--- config.mk ---
export PLATFORM = sky130hd
export DESIGN_NAME = red_pitaya_daisy_loopback
export DESIGN_NICKNAME = d
export VERILOG_FILES = /design/src/rtl/red_pitaya_daisy_loopback.sv
export SDC_FILE = /design/constraint.sdc
export NUM_CORES = 1
export LEC_CHECK = 0
export BUFFER_PORTS_ARGS = -buffer_cell sky130_fd_sc_hd__buf_4
export CORE_AREA = 10 10 161 163
export DETAILED_ROUTE_END_ITERATION = 6
export DIE_AREA = 0 0 171 173
export PLACE_DENSITY_LB_ADDON = 0.1
export SYNTH_ARGS = -nofsm -noshare
export SYNTH_HDL_FRONTEND = slang
export SYNTH_SLANG_ARGS = --single-unit
--- constraint.sdc ---
create_clock -name clk_i -period 8.3 [get_ports clk_i]
set_clock_uncertainty 0.15 [all_clocks]
set_input_delay 0.415 -clock clk_i [delete_from_list [all_inputs] [get_ports clk_i]]
set_output_delay 0.415 -clock clk_i [all_outputs]
set_load 0.03 [all_outputs]
--- src/rtl/red_pitaya_daisy_loopback.sv ---
// Daisy-chain far-end loopback: buffers received 16-bit words in a FIFO and retransmits them paced by GAP_CYC.
// Optional macro DAISY_LB_ZERO_DROP_EN: zero words are discarded at the FIFO input.
module red_pitaya_daisy_loopback #(
  parameter int unsigned AW      = 4,
  parameter int unsigned GAP_CYC = 3
) (
  input  logic          clk_i,
  input  logic          rst_i,
  input  logic          lb_en_i,
  input  logic          rx_dv_i,
  input  logic [15:0]   rx_dat_i,
  input  logic          tx_rdy_i,
  output logic          tx_dv_o,
  output logic [15:0]   tx_dat_o,
  input  logic          stat_clr_i,
  output logic [31:0]   stat_fwd_o,
  output logic [31:0]   stat_ovf_o,
  output logic [AW:0]   fill_o
);

  localparam int unsigned DEPTH = 2 ** AW;
  localparam int unsigned GW    = (GAP_CYC > 1) ? $clog2(GAP_CYC) : 1;
  localparam logic [GW-1:0] GAP_LAST = GW'((GAP_CYC > 0) ? GAP_CYC - 1 : 0);

  typedef enum logic [1:0] {
    IDLE = 2'd0,
    SEND = 2'd1,
    GAP  = 2'd2
  } state_e;

  state_e        state_q, state_d;
  logic [GW-1:0] gap_cnt_q, gap_cnt_d;
  logic [AW:0]   wr_ptr_q, wr_ptr_d;
  logic [AW:0]   rd_ptr_q, rd_ptr_d;
  logic          tx_dv_q, tx_dv_d;
  logic [15:0]   tx_dat_q, tx_dat_d;
  logic [31:0]   fwd_q, fwd_d;
  logic [31:0]   ovf_q, ovf_d;
  logic [15:0]   mem_q [DEPTH];

  logic [AW:0] fill;
  logic        empty, full, rx_ok, push, pop, fwd_inc, ovf_inc;

  assign fill  = wr_ptr_q - rd_ptr_q;
  assign empty = (fill == '0);
  assign full  = (fill == (AW+1)'(DEPTH));

`ifdef DAISY_LB_ZERO_DROP_EN
  assign rx_ok = rx_dv_i & lb_en_i & (rx_dat_i != 16'h0000);
`else
  assign rx_ok = rx_dv_i & lb_en_i;
`endif

  // Full is judged on the registered occupancy, so a same-cycle pop never rescues a write.
  assign push    = rx_ok & ~full;
  assign ovf_inc = rx_ok & full;
  assign pop     = lb_en_i & (state_q == IDLE) & ~empty & tx_rdy_i;
  assign fwd_inc = (state_q == SEND);

  always_comb begin
    // NOTE: every always_comb output gets a default first so no path leaves it unassigned (no latch).
    state_d   = state_q;
    gap_cnt_d = gap_cnt_q;
    tx_dv_d   = 1'b0;
    tx_dat_d  = tx_dat_q;
    wr_ptr_d  = wr_ptr_q + {{AW{1'b0}}, push};
    rd_ptr_d  = rd_ptr_q + {{AW{1'b0}}, pop};

    unique case (state_q)
      IDLE: begin
        if (pop) begin
          state_d  = SEND;
          tx_dv_d  = 1'b1;
          tx_dat_d = mem_q[rd_ptr_q[AW-1:0]];
        end
      end
      SEND: begin
        state_d   = (GAP_CYC > 0) ? GAP : IDLE;
        gap_cnt_d = '0;
      end
      GAP: begin
        if (gap_cnt_q == GAP_LAST) state_d = IDLE;
        else                       gap_cnt_d = gap_cnt_q + GW'(1);
      end
      default: state_d = IDLE;
    endcase

    // Disabling the link flushes the FIFO and idles TX; a SEND in flight still counts.
    if (!lb_en_i) begin
      state_d  = IDLE;
      tx_dv_d  = 1'b0;
      wr_ptr_d = '0;
      rd_ptr_d = '0;
    end

    // An increment in the same cycle wins over the clear.
    if (fwd_inc)         fwd_d = fwd_q + 32'd1;
    else if (stat_clr_i) fwd_d = '0;
    else                 fwd_d = fwd_q;

    if (ovf_inc)         ovf_d = ovf_q + 32'd1;
    else if (stat_clr_i) ovf_d = '0;
    else                 ovf_d = ovf_q;
  end

  always_ff @(posedge clk_i) begin
    // NOTE: sequential state uses non-blocking assignments so all flops update from pre-edge values.
    if (rst_i) begin
      state_q   <= IDLE;
      gap_cnt_q <= '0;
      wr_ptr_q  <= '0;
      rd_ptr_q  <= '0;
      tx_dv_q   <= 1'b0;
      tx_dat_q  <= '0;
      fwd_q     <= '0;
      ovf_q     <= '0;
    end else begin
      state_q   <= state_d;
      gap_cnt_q <= gap_cnt_d;
      wr_ptr_q  <= wr_ptr_d;
      rd_ptr_q  <= rd_ptr_d;
      tx_dv_q   <= tx_dv_d;
      tx_dat_q  <= tx_dat_d;
      fwd_q     <= fwd_d;
      ovf_q     <= ovf_d;
    end
  end

  // NOTE: storage is not reset; the pointers alone decide which entries are valid.
  always_ff @(posedge clk_i) begin
    if (push) mem_q[wr_ptr_q[AW-1:0]] <= rx_dat_i;
  end

  assign tx_dv_o    = tx_dv_q;
  assign tx_dat_o   = tx_dat_q;
  assign stat_fwd_o = fwd_q;
  assign stat_ovf_o = ovf_q;
  assign fill_o     = fill;

endmodule

==> results of run 1 <==
==> kinds of logic (layout without fill, tap and decap cells) <==
group,Yosys count,count (layout)
buffers and inverters,72,212
multiplexers,87,87
flip-flops,351,351
adder cells (fa/ha/maj),11,11
AO/OA/AOI/OAI,163,163
XOR/XNOR,13,13
AND/OR/NAND/NOR,270,270
==> metal layers <==
layer | share of wire | routed length [µm] | up-vias | global-route usage
li1 | - | - | 3983 | -
met1 | 0.41 | 13200 | 4292 | 0.290
met2 | 0.47 | 15100 | 351 | 0.334
met3 | 0.088 | 2820 | 54 | 0.0565
met4 | 0.033 | 1070 | 0 | 0.0852
met5 | 0 | 0 | - | 0
==> worst max-delay path by stage <==
stage,endpoint,slack [ns],cells after the start
floorplan,mem_q[8][0],3.82,9
global route,mem_q[10][9],3.82,9
CTS,mem_q[9][4],4.05,9
global placement,mem_q[9][3],4.20,9
detailed placement,mem_q[9][3],4.07,9
finish,mem_q[6][13],4.10,9
==> stage by stage <==
stage | hold slack [ns] | setup WS [ns] | utilization | std cells
floorplan | 0.330 | 3.82 | - | 967
finish | 0.0849 | 4.10 | 0.736 | 1392
detailed placement | 0.298 | 4.07 | 0.683 | 1326
CTS | 0.0630 | 4.05 | 0.736 | 1392
global placement | 0.296 | 4.20 | 0.683 | 1326
global route | 0.0913 | 3.82 | 0.736 | 1392
==> final cells by class <==
type / instances / share of cell area
multi-input cells: 544 / 0.269
clock inverters: 26 / 0.0165
repair buffers: 121 / 0.0548
clock buffers: 39 / 0.0549
well taps: 285 / 0.0215
flip-flops and latches: 351 / 0.578
inverters: 26 / 0.00588
==> where the power goes <==
| group | leakage [nW] | internal [mW] | switching, mW |
|---|---|---|---|
| clock | 0.569 | 0.955 | 0.650 |
| sequential | 3.07 | 1.89 | 0.00491 |
| combinational | 1.90 | 0.0282 | 0.0640 |
| total | 5.55 | 2.87 | 0.719 |
==> cells in the mapped netlist, types with 2 or more instances <==
| cell | n |
|---|---|
| nor3_1 | 10 |
| or3_1 | 14 |
| a22o_1 | 6 |
| dfxtp_1 | 95 |
| nand3_1 | 40 |
| edfxtp_1 | 256 |
| nand4_1 | 18 |
| and3_1 | 18 |
| buf_2 | 17 |
| ha_1 | 10 |
| and4_1 | 5 |
| xnor2_1 | 6 |
| o21ai_0 | 5 |
| nand2b_1 | 8 |
| or3b_1 | 3 |
| a21oi_1 | 58 |
| nor2b_1 | 2 |
| a31oi_1 | 3 |
| a311oi_1 | 2 |
| mux2_2 | 9 |
| a22oi_1 | 33 |
| o21a_1 | 3 |
| o211ai_1 | 13 |
| and2_0 | 3 |
| nand2_1 | 64 |
| inv_1 | 25 |
| a221o_1 | 2 |
| o31a_1 | 4 |
| mux2i_1 | 12 |
| o21ai_1 | 7 |
| xor2_1 | 6 |
| buf_6 | 2 |
| nor2_1 | 74 |
| mux4_2 | 64 |
| nor4_4 | 2 |
| buf_4 | 2 |
| clkbuf_1 | 24 |
| nor4_2 | 2 |
| a21o_1 | 20 |
==> cell usage in the layout (no fill, tap or decap), types with 33 or more instances in the layout <==
cell       count
mux4_2        64
nand3_1       40
nor2_1        62
dfxtp_1       93
edfxtp_1     256
nand2_1       64
clkbuf_16     36
buf_4        120
a22oi_1       33
a21oi_1       58
==> registers in the layout, indices dropped and copies added, names as in the netlist <==
name,flops
mem_q,256
stat_fwd_o,32
stat_ovf_o,32
tx_dat_o,16
rd_ptr_q,5
wr_ptr_q,5
gap_cnt_q,2
state_q,2
tx_dv_o,1
==> run_results.csv, run 1 <==
group,metric,value,unit
die,die_w,171,µm
synthesis,yosys.area_share.simple,0.0951,
clock_tree,cts_made_buffers,36,
timing,worst_pin_slew,1.08,ns
setup_path,critPathSlowestCell,"nor2_2",
synthesis,syn_nets,1000,
setup_path,start_kind,"flop",
die,num_rows,55,
timing,timing.final.crit_share,0.506,
setup_path,cpPeakStageDelay,0.75,ns
cells_and_area,fillers,1470,
placement,port_buffers,107,
setup_path,path_delay_family,"simple AND/OR/NAND/NOR gates",
flow_run,drv_cap,0,
timing,slew_headroom,0.280,
cells_and_area,multiInputGateArea,0.00446,mm²
clock_tree,postCtsSetupRepairBufs,0,
synthesis,synth.largest_area_cell,"edfxtp_1",
route,totalWireLength,32.2,mm
power_and_ir_drop,power,3.59,mW
timing,post-route-min-period,4.20,ns
synthesis,synthMuxAreaShare,0.119,
synthesis,synth_warnings,0,
timing,hold_viol_final,0,
die,start_util,0.634,
setup_path,worstPathRequired,8.28,ns
synthesis,synth_flop_cell,"edfxtp_1",
setup_path,reg2reg_from,"rd_ptr_q[1]",
route,viasPerCell,6.24,
synthesis,synth-adder-area-share,0.0101,
clock_tree,cts_tree,"built",
timing,setup_viol,0,
setup_path,crit_buf_inv,2,
power_and_ir_drop,power_density,216,mW/mm²
setup_path,rr_worst_depth,9,
setup_path,path_class,"reg -> reg",
timing,maxClockFrequency,0.238,GHz
placement,placed_area,0.0154,mm²
clock_tree,ctsHoldBuffers,1,
outcome,status,"finished clean",
synthesis,ys_ff_latch,351,
synthesis,syn_area_per_cell,14.8,µm²
route,drt-initial-drc-count,897,
cells_and_area,final_cell_area,0.0166,mm²
synthesis,synth_compound_area_frac,0.0753,
placement,dp_hpwl,20.0,mm
synthesis,synth_top_family_by_area,"multiplexers",
die,dieArea,0.0296,mm²
clock_tree,cts_sinks,351,
setup_path,cp-end-kind,"flop",
timing,timing.setup.tns,0,ns
die,die_h,173,µm
clock_tree,clock_path_buffers,3,
timing,rsz0062_at_grt,"false",
global_routing,antenna_found_initial,0,
clock_tree,cts.clk_slew.worst_paths,0.06,ns
power_and_ir_drop,p_leak,5.55,nW
global_routing,grt_max_degree,69,
synthesis,synth-edff-count,256,
setup_path,startpoint,"rd_ptr_q[1]",
synthesis,ys_seq_area_frac,0.670,
hold_path,min_path_cells,1,
setup_path,worstPathArrival,4.18,ns
clock_tree,worstSkewPairLatency,0.53,ns
route,vias,8680,
setup_path,critPathMaxFanout,68,
hold_path,worstHoldEndpoint,"mem_q[10][15]",
hold_path,hold_start,"rx_dat_i[15]",
synthesis,synthArstFlopShare,0,
global_routing,first_global_vias,8541,
power_and_ir_drop,ir_drop,0.195,mV
cells_and_area,drive_above_1_share,0.254,
global_routing,grt_usage,0.217,
cells_and_area,nets,1113,
route,dr.pass1.iters,5,
global_routing,overflow,0,
synthesis,synth_xor_area_frac,0.00848,
setup_path,path_cells,"buf_4, inv_1, ha_1, nand2_1, o21ai_2, mux2i_4, o21bai_1, or3b_1, nor2_2",
synthesis,synth_top_area_share,0.537,
die,io_pins,108,
clock_tree,postCtsResizedCells,0,
placement,gp_congestion,0.805,
synthesis,syn-instance-count,967,
clock_tree,cts-root-buf,"clkbuf_16",
setup_path,rrSetupSlack,4.10,ns
cells_and_area,seqCellArea,0.00959,mm²
synthesis,synth.cell_area,0.0143,mm²
route,drc_errors,0,
cells_and_area,area_growth,16.1,%
cells_and_area,num_antenna_cells,0,
synthesis,yosys-top-cells-area,"edfxtp_1 (54%), dfxtp_1 (13%), mux4_2 (10%), a21oi_1 (2.0%), nor2_1 (1.9%)",
setup_path,reg2reg_to,"mem_q[6][13]",
synthesis,yosysUniqueCellTypes,59,
hold_path,min_path_type,"in -> reg",
timing,report.final.slew_viol_count,0,
die,core_area,0.0226,mm²
route,wl_per_cell,23.1,µm
global_routing,grt_pass1_wl,49.5,mm
route,final_antenna_net_count,0,
clock_tree,cts-htree-levels,2,
Power figures use the tool's default switching activity.
==> run 2, diff against run 1 <==
- ABC_AREA: unset -> 1
- CORE_AREA: 10 10 161 163 -> 10 10 171 173
- DIE_AREA: 0 0 171 173 -> 0 0 181 183
- clock period: 8.3 -> 4.1 ns (I/O delays scaled with it)
==> run_results.csv, run 2 <==
group,metric,value,unit
global_routing,grt_pass1_wl,62.8,mm
global_routing,overflow,0,
placement,place_inst,1951,
timing,timing.setup.tns,0,ns
synthesis,yosys-top-cells-area,"edfxtp_1 (50%), dfxtp_1 (12%), nor2_1 (7.3%), nand2_1 (5.2%), o21ai_0 (5.1%)",
power_and_ir_drop,power_density,415,mW/mm²
timing,rsz0062_at_grt,"false",
clock_tree,cts-root-buf,"clkbuf_16",
synthesis,synthArstFlopShare,0,
route,vias,11900,
global_routing,antenna_found_initial,0,
setup_path,critPathMaxFanout,16,
global_routing,first_global_vias,11100,
clock_tree,cts_sinks,351,
power_and_ir_drop,ir_drop,0.419,mV
timing,maxClockFrequency,0.293,GHz
clock_tree,cts-htree-levels,2,
clock_tree,clock_path_buffers,3,
cells_and_area,largest_reg_flops,256,
synthesis,synth_warnings,0,
synthesis,synth-edff-count,256,
cells_and_area,drive_above_1_share,0.132,
synthesis,syn_area_per_cell,9.86,µm²
setup_path,start_kind,"flop",
setup_path,cp-end-kind,"flop",
synthesis,syn_nets,1583,
synthesis,ys_seq_area_frac,0.628,
route,dr.pass1.iters,5,
route,drc_errors,0,
synthesis,yosysUniqueCellTypes,46,
hold_path,min_path_type,"in -> reg",
placement,gp_congestion,0.928,
clock_tree,worstSkewPairLatency,0.54,ns
timing,hold_viol_final,0,
flow_run,drv_cap,0,
synthesis,ys_ff_latch,351,
placement,port_buffers,107,
cells_and_area,utilization,0.691,
timing,timing.final.crit_share,0.831,
synthesis,synth_flop_cell,"edfxtp_1",
timing,report.final.slew_viol_count,0,
die,dieArea,0.0331,mm²
setup_path,worstPathArrival,3.41,ns
timing,worst_pin_slew,1.05,ns
clock_tree,cts_made_buffers,37,
synthesis,synth.cell_area,0.0153,mm²
synthesis,synth.largest_area_cell,"edfxtp_1",
cells_and_area,final_common_cell,"nor2_1",
global_routing,grt_max_degree,97,
power_and_ir_drop,p_leak,6.27,nW
clock_tree,cts.clk_slew.worst_paths,0.06,ns
die,io_pins,108,
route,final_antenna_net_count,0,
timing,slew_headroom,0.295,
die,die_h,183,µm
placement,dp_hpwl,26.1,mm
die,die_w,181,µm
route,viasPerCell,5.84,
route,totalWireLength,40.2,mm
timing,post-route-min-period,3.41,ns
synthesis,syn-instance-count,1550,
cells_and_area,nets,1705,
clock_tree,postCtsSetupRepairBufs,0,
setup_path,path_class,"reg -> reg",
power_and_ir_drop,power,7.39,mW
cells_and_area,instances_no_fill,2033,
cells_and_area,layout_common_cells,"nor2_1 (295), edfxtp_1 (256), nand2_1 (212), o21ai_0 (157), buf_4 (137)",
synthesis,synth_most_common_cell,"nor2_1",
die,core_area,0.0258,mm²
die,start_util,0.593,
synthesis,synth_top_area_share,0.503,
route,wl_per_cell,19.8,µm
synthesis,synth_common_cells,"nor2_1 (299), edfxtp_1 (256), nand2_1 (212)",
outcome,status,"finished clean",
setup_path,worstPathRequired,4.10,ns
global_routing,grt_usage,0.235,
clock_tree,cts_tree,"built",
route,drt-initial-drc-count,1282,
cells_and_area,num_antenna_cells,0,
cells_and_area,area_growth,16.4,%
die,num_rows,59,
timing,setup_viol,0,
run 2: cell type report:
class / instances / area (µm²)
tap: 335 / 419
clock buffer: 49 / 1020
multi-input combinational: 1043 / 5040
inverter: 84 / 317
sequential: 351 / 9590
clock inverter: 16 / 184
fill: 1978 / 7970
timing repair buffer: 155 / 1220
run 2: report_power, final:
part / switching (mW) / internal (mW) / total (mW) / leakage [nW]
logic: 0.183 / 0.0656 / 0.249 / 2.60
clock network: 1.36 / 1.96 / 3.31 / 0.589
registers: 0.00677 / 3.82 / 3.83 / 3.07
run 2: final timing paths:
kind	to	from	cells past startpoint	slack, ns
worst min-delay path	state_q[0]	rst_i	2	0.02
worst max-delay path	mem_q[5][5]	wr_ptr_q[0]	12	0.69
worst max register to register	mem_q[5][5]	wr_ptr_q[0]	12	0.69
worst min register to register	gap_cnt_q[1]	gap_cnt_q[1]	2	0.35
run 2: metrics by stage:
step,cell area [µm²],hold WS [ns],setup slack [ns]
floorplan,15300,0.154,0.951
global placement,16400,0.322,0.764
detailed placement,16400,0.346,0.732
CTS,17800,0.0154,0.723
global route,17800,0.0459,0.493
finish,17800,0.0219,0.691
run 2: worst max-delay path: stages, from the launching register on:
cell and delay [ns]:
dfxtp_1 0.36, inv_1 0.09, ha_1 0.23, fa_1 0.42, inv_1 0.09, nand3_1 0.07, nand3_1 0.10, nand2_1 0.07
nand2_2 0.13, nor2_4 0.06, nor2_2 0.29, nand3_1 0.25, nor2_2 0.72
run 2: cell families (layout without fill, tap and decap cells):
kind of cell               after synthesis  count (layout)  synth area share
and+or+nand+nor                        705             705             0.197
DFF                                    351             351             0.628
AOI/OAI and AO/OA                      309             309             0.112
buffers and inverters                  156             304            0.0434
xor gates and xnor gates                18              18            0.0103
adders and majority gates               11              11           0.00950
run 2: timing repair:
action,CTS,global route
hold buffers,17,0
gates resized for setup,0,0
endpoints found under the hold margin,259,0
run 2: layer usage:
metal  GRT usage  share of wire  vias to the layer above
met5           0              0                        -
met4      0.0875          0.033                        0
met3      0.0453          0.085                       76
met2       0.363           0.45                      513
met1       0.326           0.43                     5624
li1            -              -                     5656
==> run 3, diff against run 2 <==
- clock period: 4.1 -> 3.5 ns (I/O delays scaled with it)
==> run_results.csv, run 3 (synthesis results as in run 2) <==
group,metric,value,unit
timing,hold_viol_final,0,
timing,timing.final.crit_share,0.903,
global_routing,grt_max_degree,83,
route,totalWireLength,40.7,mm
clock_tree,clock_path_buffers,3,
power_and_ir_drop,power.internal,6.67,mW
power_and_ir_drop,power_density,476,mW/mm²
global_routing,overflow,0,
timing,slew_headroom,0.334,
global_routing,grt_usage,0.238,
cells_and_area,num_antenna_cells,0,
hold_path,min_path_type,"in -> reg",
power_and_ir_drop,p_comb_frac,0.035,
outcome,status,"finished clean",
cells_and_area,instances_no_fill,2041,
hold_path,min_path_cells,5,
timing,maxClockFrequency,0.316,GHz
setup_path,worstPathRequired,3.57,ns
global_routing,antenna_found_initial,0,
timing,setup_viol,0,
clock_tree,worstSkewPairLatency,0.53,ns
cells_and_area,drive_above_1_share,0.131,
power_and_ir_drop,ir_drop,0.456,mV
power_and_ir_drop,p_leak,6.26,nW
clock_tree,postCtsSetupRepairBufs,0,
die,io_pins,108,
die,dieArea,0.0331,mm²
setup_path,critPathMaxFanout,16,
clock_tree,cts_sinks,351,
clock_tree,cts_tree,"built",
power_and_ir_drop,clock_power_share,0.435,
setup_path,rrSetupSlack,0.34,ns
timing,rsz0062_at_grt,"false",
cells_and_area,largest_reg_flops,256,
hold_path,hold_start,"tx_rdy_i",
timing,setup_ws,0.340,ns
route,wl_per_cell,19.9,µm
power_and_ir_drop,swShare,0.212,
route,dr.pass1.iters,6,
placement,preCtsSetupSlack,0.409,ns
placement,dp_hpwl,26.6,mm
timing,post-route-min-period,3.16,ns
die,start_util,0.593,
cells_and_area,final_common_cell,"nor2_1",
die,die_h,183,µm
setup_path,cp-end-kind,"flop",
setup_path,rr_worst_depth,13,
cells_and_area,layout_common_cells,"nor2_1 (295), edfxtp_1 (256), nand2_1 (212), o21ai_0 (157), buf_4 (145)",
timing,worst_pin_slew,0.995,ns
setup_path,reg2reg_from,"wr_ptr_q[0]",
placement,gp_congestion,0.927,
setup_path,reg2reg_to,"mem_q[6][5]",
global_routing,first_global_vias,11100,
global_routing,grt_pass1_wl,63.2,mm
die,num_rows,59,
cells_and_area,nets,1715,
setup_path,start_kind,"flop",
route,viasPerCell,5.84,
clock_tree,cts.clk_slew.worst_paths,0.06,ns
setup_path,path_class,"reg -> reg",
route,final_antenna_net_count,0,
power_and_ir_drop,pwr-share-seq,0.530,
route,vias,11900,
power_and_ir_drop,net-switching-power,1.79,mW
die,core_area,0.0258,mm²
placement,place_inst,1959,
clock_tree,cts-htree-levels,2,
route,drt-initial-drc-count,1712,
timing,report.final.slew_viol_count,0,
die,die_w,181,µm
cells_and_area,area_growth,16.4,%
clock_tree,cts_made_buffers,36,
hold_path,worstHoldEndpoint,"rd_ptr_q[0]",
route,drc_errors,0,
timing,timing.setup.tns,0,ns
setup_path,worstPathArrival,3.23,ns
placement,port_buffers,107,
flow_run,drv_cap,0,
cells_and_area,fillers,1956,
clock_tree,cts-root-buf,"clkbuf_16",
-- run 3: cell types whose count changed in the layout (fill, tap and decap cells not counted), sizes merged --
| cell | previous run | this run |
|---|---|---|
| buf | 138 | 146 |
| clkinvlp | 2 | 3 |
| clkinv | 15 | 16 |
| dlygate4sd3 | 17 | 20 |
| clkbuf | 49 | 44 |
-- run 3: how the worst max path moves through the flow --
stage | start | end | cells past startpoint
after floorplan | rd_ptr_q[3] | mem_q[4][0] | 12
after global placement | wr_ptr_q[0] | mem_q[6][3] | 13
after global routing | wr_ptr_q[0] | mem_q[8][10] | 13
after CTS | wr_ptr_q[0] | mem_q[6][0] | 13
after detailed placement | wr_ptr_q[0] | mem_q[6][0] | 13
final | wr_ptr_q[0] | mem_q[6][5] | 13
-- run 3: final cells by class --
| type | count | area (µm²) | share of cell area |
|---|---|---|---|
| sequential | 351 | 9590 | 0.539 |
| multi-input combinational | 1043 | 5040 | 0.283 |
| timing repair buffer | 166 | 1310 | 0.0736 |
| clock buffer | 44 | 931 | 0.0523 |
| tap | 335 | 419 | 0.0236 |
| inverter | 84 | 317 | 0.0178 |
| clock inverter | 18 | 179 | 0.0101 |
-- run 3: power groups by stage --
| stage | Sequential [mW] | Clock, mW | Combinational (mW) |
|---|---|---|---|
| final | 4.48 | 3.68 | 0.298 |
| after global routing | 4.48 | 3.89 | 0.318 |
| after CTS | 4.48 | 3.72 | 0.296 |
| after detailed placement | 4.57 | 0 | 0.279 |
| after global placement | 4.57 | 0 | 0.276 |
| after floorplan | 4.59 | 0 | 0.113 |
-- run 3: stage by stage --
step	instance area, µm²	hold WS, ns	utilization	power (mW)
2_1_floorplan	15300	0.124	-	4.70
3_3_place_gp	16500	0.316	0.639	4.85
3_5_place_dp	16500	0.316	0.639	4.85
4_1_cts	17800	0.0865	0.690	8.50
5_1_grt	17800	0.129	0.690	8.69
6_report	17800	0.0983	0.690	8.46
-- run 3: timing repair --
item / in CTS / in global routing
hold buffers: 20 / 0
endpoints found under the hold margin: 274 / 0
resized for setup: 0 / 0
-- run 3: worst max-delay path: stages (launching register included) --
cell and delay [ns]:
dfxtp_1 0.37, inv_1 0.09, ha_1 0.23, fa_1 0.41, inv_1 0.09, nand3_1 0.07
nand3_1 0.09, nand2_1 0.07, nand2_2 0.13, nor2_4 0.06, nor2_2 0.38, nand3_1 0.29
nor2_1 0.16, buf_4 0.26
-- run 3: layer usage --
| layer | up-vias | wire length (µm) | GRT usage |
|---|---|---|---|
| met1 | 5609 | 17300 | 0.334 |
| li1 | 5673 | - | - |
| met2 | 566 | 18700 | 0.371 |
| met4 | 0 | 1140 | 0.0801 |
| met3 | 69 | 3550 | 0.0390 |
| met5 | - | 0 | 0 |
